$ cat src/rtl/wfg_wishbone_regbank.sv
// Multi-channel Wishbone register bank for the waveform-generator cores:
// per-channel CTRL, double-buffered CFG, STATUS and write-1-to-clear IRQ.
module wfg_wishbone_regbank #(
  parameter int BUSW       = 32,
  parameter int NUM_CH     = 4,
  parameter int SUBCYCLE_W = 16,
  parameter int SYNC_W     = 8,
  parameter int ACK_WAIT   = 0
) (
  input  logic                           wb_clk_i,
  input  logic                           wb_rst_ni,
  input  logic                           wbs_stb_i,
  input  logic                           wbs_cyc_i,
  input  logic                           wbs_we_i,
  input  logic [BUSW/8-1:0]              wbs_sel_i,
  input  logic [BUSW-1:0]                wbs_dat_i,
  input  logic [BUSW-1:0]                wbs_adr_i,
  output logic                           wbs_ack_o,
  output logic [BUSW-1:0]                wbs_dat_o,
  input  logic [NUM_CH-1:0]              update_i,
  input  logic [NUM_CH-1:0]              event_i,
  input  logic [NUM_CH-1:0]              busy_i,
  output logic [NUM_CH-1:0]              ctrl_en_q_o,
  output logic [NUM_CH*SUBCYCLE_W-1:0]   cfg_subcycle_q_o,
  output logic [NUM_CH*SYNC_W-1:0]       cfg_sync_q_o,
  output logic [NUM_CH-1:0]              commit_o,
  output logic                           irq_o
);

  localparam int CFG_W = SUBCYCLE_W + SYNC_W;
  localparam int NSEL = BUSW / 8;
  localparam logic [1:0] WAIT_N = 2'(ACK_WAIT);

  function automatic logic [BUSW-1:0] merge_lanes(input logic [BUSW-1:0] old,
                                                  input logic [BUSW-1:0] dat,
                                                  input logic [NSEL-1:0] sel);
    logic [BUSW-1:0] res;
    for (int b = 0; b < NSEL; b++) begin
      res[b*8 +: 8] = sel[b] ? dat[b*8 +: 8] : old[b*8 +: 8];
    end
    return res;
  endfunction

  logic [3:0] ch;
  logic [1:0] off;
  logic       mapped;
  logic       req;
  logic       fire;
  logic       waiting;
  logic [1:0] wait_cnt;
  logic       wr;
  logic       unused_adr;

  assign ch         = wbs_adr_i[7:4];
  assign off        = wbs_adr_i[3:2];
  assign unused_adr = ^wbs_adr_i[1:0];
  assign mapped     = (wbs_adr_i[BUSW-1:8] == '0) && ({1'b0, ch} < 5'(NUM_CH));
  assign req        = wbs_stb_i & wbs_cyc_i & ~wbs_ack_o;
  assign wr         = fire & wbs_we_i & mapped;

  // An access completes on the edge that raises ack; waiting tracks ACK_WAIT.
  always_comb begin
    fire = 1'b0;
    if (req) begin
      if (waiting) fire = (wait_cnt == WAIT_N);
      else         fire = (ACK_WAIT == 0);
    end
  end

  always_ff @(posedge wb_clk_i or negedge wb_rst_ni) begin
    if (!wb_rst_ni) begin
      wbs_ack_o <= 1'b0;
      waiting   <= 1'b0;
      wait_cnt  <= '0;
    end else begin
      wbs_ack_o <= fire;
      if (fire || !req) begin
        // completion, or stb/cyc dropped mid-wait (abort)
        waiting  <= 1'b0;
        wait_cnt <= '0;
      end else if (!waiting) begin
        waiting  <= 1'b1;
        wait_cnt <= 2'd1;
      end else begin
        wait_cnt <= wait_cnt + 2'd1;
      end
    end
  end

  logic [NUM_CH-1:0] en_q, ie_q, pending_q, flag_q, commit_q;
  logic [NUM_CH-1:0] ctrl_wr, cfg_wr, commit_req, w1c;
  logic [CFG_W-1:0]  shadow_q [NUM_CH];
  logic [CFG_W-1:0]  active_q [NUM_CH];

  always_comb begin
    ctrl_wr    = '0;
    cfg_wr     = '0;
    commit_req = '0;
    w1c        = '0;
    for (int c = 0; c < NUM_CH; c++) begin
      ctrl_wr[c]    = wr && (ch == 4'(c)) && (off == 2'd0);
      cfg_wr[c]     = wr && (ch == 4'(c)) && (off == 2'd1);
      w1c[c]        = wr && (ch == 4'(c)) && (off == 2'd3) && wbs_sel_i[0] && wbs_dat_i[0];
      commit_req[c] = (ctrl_wr[c] & wbs_sel_i[0] & wbs_dat_i[1]) | (update_i[c] & pending_q[c]);
    end
  end

  // Active CFG always loads the pre-write shadow, so a racing CFG write stays pending.
  always_ff @(posedge wb_clk_i or negedge wb_rst_ni) begin
    if (!wb_rst_ni) begin
      en_q      <= '0;
      ie_q      <= '0;
      pending_q <= '0;
      flag_q    <= '0;
      commit_q  <= '0;
      for (int c = 0; c < NUM_CH; c++) begin
        shadow_q[c] <= '0;
        active_q[c] <= '0;
      end
    end else begin
      for (int c = 0; c < NUM_CH; c++) begin
        if (ctrl_wr[c] && wbs_sel_i[0]) begin
          en_q[c] <= wbs_dat_i[0];
          ie_q[c] <= wbs_dat_i[2];
        end
        if (cfg_wr[c])
          shadow_q[c] <= CFG_W'(merge_lanes(BUSW'(shadow_q[c]), wbs_dat_i, wbs_sel_i));
        if (commit_req[c])
          active_q[c] <= shadow_q[c];
        pending_q[c] <= cfg_wr[c] | (pending_q[c] & ~commit_req[c]);
        commit_q[c]  <= commit_req[c];
        flag_q[c]    <= event_i[c] | (flag_q[c] & ~w1c[c]);
      end
    end
  end

  logic [BUSW-1:0] rdata;

  always_comb begin
    rdata = '0;
    for (int c = 0; c < NUM_CH; c++) begin
      if (mapped && (ch == 4'(c))) begin
        case (off)
          2'd0: begin
            rdata[0] = en_q[c];
            rdata[2] = ie_q[c];
          end
          2'd1:    rdata[CFG_W-1:0] = shadow_q[c];
          2'd2:    rdata[1:0] = {pending_q[c], busy_i[c]};
          default: rdata[0] = flag_q[c];
        endcase
      end
    end
  end

  always_ff @(posedge wb_clk_i or negedge wb_rst_ni) begin
    if (!wb_rst_ni)                wbs_dat_o <= '0;
    else if (fire)                 wbs_dat_o <= wbs_we_i ? '0 : rdata;
  end

  for (genvar c = 0; c < NUM_CH; c++) begin : g_out
    assign cfg_subcycle_q_o[c*SUBCYCLE_W +: SUBCYCLE_W] = active_q[c][CFG_W-1:SYNC_W];
    assign cfg_sync_q_o[c*SYNC_W +: SYNC_W]             = active_q[c][SYNC_W-1:0];
  end

  assign ctrl_en_q_o = en_q;
  assign commit_o    = commit_q;
  assign irq_o       = |(flag_q & ie_q);

endmodule

$ cat config.mk
export PLATFORM = sky130hd
export DESIGN_NAME = wfg_wishbone_regbank
export DESIGN_NICKNAME = d
export VERILOG_FILES = /design/src/rtl/wfg_wishbone_regbank.sv
export SDC_FILE = /design/constraint.sdc
export NUM_CORES = 1
export LEC_CHECK = 0
export ABC_AREA = 1
export CORE_MARGIN = 10
export CORE_UTILIZATION = 30
export CTS_CLUSTER_DIAMETER = 40
export DETAILED_ROUTE_END_ITERATION = 10
export HOLD_SLACK_MARGIN = 0.08
export SYNTH_ARGS = -nofsm -noshare
export SYNTH_HDL_FRONTEND = slang
export SYNTH_SLANG_ARGS = --single-unit
$ cat constraint.sdc
create_clock -name wb_clk_i -period 2.3 [get_ports wb_clk_i]
set_input_delay 0.23 -clock wb_clk_i [delete_from_list [all_inputs] [get_ports wb_clk_i]]
set_output_delay 0.23 -clock wb_clk_i [all_outputs]
set_load 0.01 [all_outputs]
# Yosys cells after proc, flatten, opt, wreduce, memory -nomap -nowiden
# Index checks and enable logic that the tools add are counted.
# totals
reg_bits	248
latchBits	0
ram_bits	0
romBits	0
inputBits	85
out_inout_bits	138
mem_count	0
# op_classes
add_sub_neg	1
n_mul	0
div	0
magnitude_cmp	1
n_eq_ne	6
n_shift	0
muxes	26
n_bitwise	46
n_reduce_logical	52
# op_table
cell	n
two-way mux 24 bit	5
two-way mux 21 bit	4
logical AND 1 bit	33
bitwise AND 1 bit	24
logical NOT 24 bit	1
AND reduction 2 bit	12
one-hot mux 1 bit (2 select lines)	8
OR 1 bit	12
one-hot mux 1 bit (3 select lines)	4
inverter 1 bit	9
== test 4 x 2 -> 1 bit, second input constant	2
bitwise AND 4 bit	1
== test 2 bit, second input constant	2
== test 4 x 1 -> 1 bit, second input constant	1
logical NOT 2 bit	2
logical NOT 4 bit	1
< comparator 4 x 3 -> 1 bit, second input constant	1
two-way mux 2 bit	2
OR reduction 4 bit	1
two-way mux 1 bit	3
adder 2 x 1 -> 2 bit, second input constant	1
== test 2 x 1 -> 1 bit, second input constant	1
logical NOT 1 bit	1
logical OR 1 bit	1

# Logic depth before layout (Yosys ltp)
# depth
depth_word	13
ltp_mapped	13
depth_no_buf	12

# Worst setup path after synthesis
# No wires, ideal clock.
# synth_timing
kind	register to register
startpoint	reg wait_cnt[0]
endpoint	reg shadow_q[45] in the netlist's numbering
t_arrival_ps	1689
required_ps	2167
setup_slack_ps	478
stages_incl_launch_ff	12
path_buffers	2
synth_period_minus_slack_ps	1822
cell_sequence	dfrtp_1 inv_1 ha_1 nor2_1 nor2_2 nand2_4 inv_2 buf_4 nand3_2 clkbuf_1 nand2_1 o21ai_0
# synth_via
elab_chain_cells	8
# synth_lines
element	line_no	source
start, declared	50	logic [1:0] wait_cnt;
start signal, assigned	85	wait_cnt <= wait_cnt + 2'd1;
logical NOT 2 bit	65	if (waiting) fire = (wait_cnt == WAIT_N);
two-way mux 1 bit	65	
two-way mux 1 bit	64	if (req) begin
named net fire	48	logic fire;
bitwise AND 1 bit (2 in series)	59	assign wr = fire & wbs_we_i & mapped;
logical AND 1 bit (2 in series)	102	cfg_wr[c] = wr && (ch == 4'(c)) && (off == 2'd1);
AND reduction 2 bit (no line)	-	
end signal, assigned by index	127	shadow_q[c] <= CFG_W'(merge_lanes(BUSW'(shadow_q[c]), wbs_dat_i, wbs_sel_i));
end, declared	92	logic [CFG_W-1:0] shadow_q [NUM_CH];
# The timed path passes the listed nets, and every way through them passes these cells.
# A chain may end at the register's enable or synchronous reset.

# Worst setup path in the final report
# layout_timing
startpoint	reg ie_q[3]
endpoint	out irq_o
# layout_via
elab_chain_cells	2
# layout_lines
element	line_no	source
start, declared	90	logic [NUM_CH-1:0] en_q, ie_q, pending_q, flag_q, commit_q;
start signal, assigned by index	124	ie_q[c] <= wbs_dat_i[2];
bitwise AND 4 bit	168	assign irq_o = |(flag_q & ie_q);
OR reduction 4 bit	168	
end, declared	27	output logic irq_o
# No other way between the ends.

==> flow_metrics.env <==
export IMPL_status="complete, no violations"
export IMPL_worstPathCellList="inv_1 > o22ai_1 > a221o_1 > clkdlybuf4s50_1"
export IMPL_drive_gt1_frac=0.107
export IMPL_core_area_um2=36300
export IMPL_fin_crit_ns=2.04
export IMPL_rsz0062_at_grt="false"
export IMPL_cpLargestDelayFamily="buffers and inverters"
export IMPL_final_nets=1668
export IMPL_ios=223
export IMPL_switchingPower_uw=2330
export IMPL_drc_errors=0
export IMPL_dr_pass1_iters=7
export IMPL_die_h_um=211
export IMPL_synth_top_area_frac=0.546
export IMPL_cts_buffers=36
export IMPL_yosys_warnings=0
export IMPL_crit_start="ie_q[3]$_DFFE_PN0N_"
export IMPL_die_width_um=211
export IMPL_clkPwrFrac=0.541
export IMPL_p_sw_frac=0.225
export IMPL_yosysTopAreaCell="dfrtp_1"
export IMPL_routedWlPerCell_um=18.8
export IMPL_finalInstanceArea_um2=15300
export IMPL_timing_fmax_mhz=490
export IMPL_finalSetupViolations=0
export IMPL_clk_pin_slew_ns=0.06
export IMPL_ys_types=38
export IMPL_synth_cells=1333
export IMPL_syn_area_um2=11000
export IMPL_yosysSeqAreaShare=0.546
export IMPL_grt_total_usage=0.172
export IMPL_r2r_start="wait_cnt[0]$_DFF_PN0_"
export IMPL_start_kind="flop"
export IMPL_max_cap_violations=0
export IMPL_slowest_stage="clkdlybuf4s50_1"
export IMPL_crit_type="reg -> out"
export IMPL_fin_crit_sh=0.887
export IMPL_grt_pass1_wl_um=59700
export IMPL_first_iter_violations=840
export IMPL_cp_required_ns=2.07
export IMPL_clock_latency_ns=0.50
export IMPL_leakage_uw=0.00769
export IMPL_ys_ff_latch=240
export IMPL_hpwlAfterDp_um=28700
export IMPL_grt_max_degree=60
export IMPL_overflow=0
export IMPL_cp_max_fo=2
export IMPL_fin_skew_ns=0.0165
export IMPL_start_util=0.302
export IMPL_postSynthAreaPerCell_um2=8.25
export IMPL_cts_root_buf="clkbuf_16"
export IMPL_synth_area_top_cells="dfrtp_1, nand2_1, nand3_1"
export IMPL_vias_per_cell=4.87
export IMPL_cp_slowest_stage_delay_ns=0.49
export IMPL_setup_ws_ns=0.261
export IMPL_cts_sinks=240
export IMPL_p_total_uw=10400
export IMPL_antenna_found_initial=4
export IMPL_grt_pass1_vias=10145
export IMPL_hp_class="in -> async"
export IMPL_hold_slack_ns=0.249
export IMPL_ant_nets=0
export IMPL_area_growth_syn_to_layout_pct=39.2
export IMPL_end_kind="output port"
export IMPL_die_area_um2=44700
export IMPL_final_cell_mix="nand2_1, dfrtp_1, clkdlybuf4s50_1, nand3_1, inv_1"
export IMPL_gp_congestion=0.866
export IMPL_htree_levels=2
export IMPL_worstPathArrival_ns=1.81
export IMPL_fin_util=0.421
export IMPL_seq_power_share=0.408
export IMPL_crit_buf_inv=2
export IMPL_slew_viol_final=0
export IMPL_num_rows=70
export IMPL_layout_commonest_cell="nand2_1"
export IMPL_cts_tree="yes"
export IMPL_via_count=10095
export IMPL_p_int_uw=8050
export IMPL_port_buffers=203
export IMPL_p_per_area_nw_per_um2=678
export IMPL_placed_cell_area_um2=14000
export IMPL_p_comb_frac=0.051
export IMPL_place_ws_ns=-0.0791
export IMPL_wirelength_um=39000
export IMPL_finalHoldViolations=0
export IMPL_clk_path_buf_depth=3
export IMPL_max_vdd_ir_drop_v=0.000435
==> power by group through the flow <==
stage	combinational [uW]	sequential (uW)	clock, uW
finish	528	4230	5620
global route	576	4230	5910
CTS	535	4230	5690
detailed placement	533	4310	0
global placement	527	4310	0
floorplan	170	4310	0
==> path summary, 6_finish.rpt <==
path / endpoint / depth (start not counted) / slack [ns]
worst min-delay path: wbs_dat_o[16]$_DFFE_PN0N_ / 2 / 0.25
worst min register to register: wait_cnt[0]$_DFF_PN0_ / 1 / 0.44
worst max-delay path: irq_o / 4 / 0.26
min in group wb_clk_i: flag_q[0]$_DFF_PN0_ / 3 / 0.28
worst max register to register: shadow_q[85]$_DFFE_PN0P_ / 9 / 0.33
max in group asynchronous: shadow_q[87]$_DFFE_PN0P_ / 3 / 1.35
==> metal layers <==
| metal | vias to the layer above | share of wire | global-route usage |
|---|---|---|---|
| met3 | 47 | 0.096 | 0.0500 |
| met4 | 0 | 0.018 | 0.0412 |
| met2 | 370 | 0.47 | 0.282 |
| met5 | - | 0 | 0 |
| met1 | 4920 | 0.42 | 0.219 |
| li1 | 4758 | - | - |
==> registers in the layout, summed over array words and instances, names as in the netlist <==
| name | count |
|---|---|
| cfg_subcycle_q_o | 64 |
| ctrl_en_q_o | 4 |
| waiting | 1 |
| shadow_q | 96 |
| pending_q | 4 |
| wait_cnt | 2 |
| ie_q | 4 |
| commit_o | 4 |
| cfg_sync_q_o | 32 |
| wbs_dat_o | 24 |
| wbs_ack_o | 1 |
| flag_q | 4 |
==> per-stage QoR <==
stage          setup TNS, ns  instances
6_report                   0       2074
2_1_floorplan              0       1340
3_5_place_dp           -1.11       2006
5_1_grt                    0       2070
3_3_place_gp               0       2006
4_1_cts                    0       2070
==> cells in the mapped netlist, drive strengths merged <==
master,n
nand2,536
dfrtp,240
nand3,145
o21ai,113
inv,96
nor2,70
clkbuf,43
buf,33
o2111ai,22
nor3,7
ha,6
nand4,5
a22o,2
a31oi,2
nand3b,2
o21bai,2
o31ai,2
a21boi,1
a21oi,1
a221o,1
and2,1
conb,1
o22ai,1
or2,1
==> layout make-up <==
type | count | area, um^2
Clock buffer | 45 | 986
Sequential cell | 240 | 6010
Antenna cell | 4 | 10.0
Clock inverter | 18 | 249
Multi-Input combinational cell | 928 | 4300
Tap cell | 468 | 586
Fill cell | 3566 | 21000
Timing Repair Buffer | 275 | 2810
Inverter | 96 | 360
==> cells by family (layout without fill, tap and decap cells) <==
kind of cell,after synthesis,after routing,share of synthesized area
AO/OA/AOI/OAI,147,147,0.0771
AND/OR/NAND/NOR,767,767,0.304
buffers and inverters,172,434,0.0659
flip-flops,240,240,0.546
adder cells (fa/ha/maj),6,6,0.00683
other,1,12,0.000341
==> what timing repair did <==
item                                   4_1_cts  5_1_grt
resized for setup                            0        0
buffers inserted                             0        0
hold buffers                                 1        0
endpoints found under the hold margin       54        0
No activity file was read; power rests on OpenSTA's default activity.
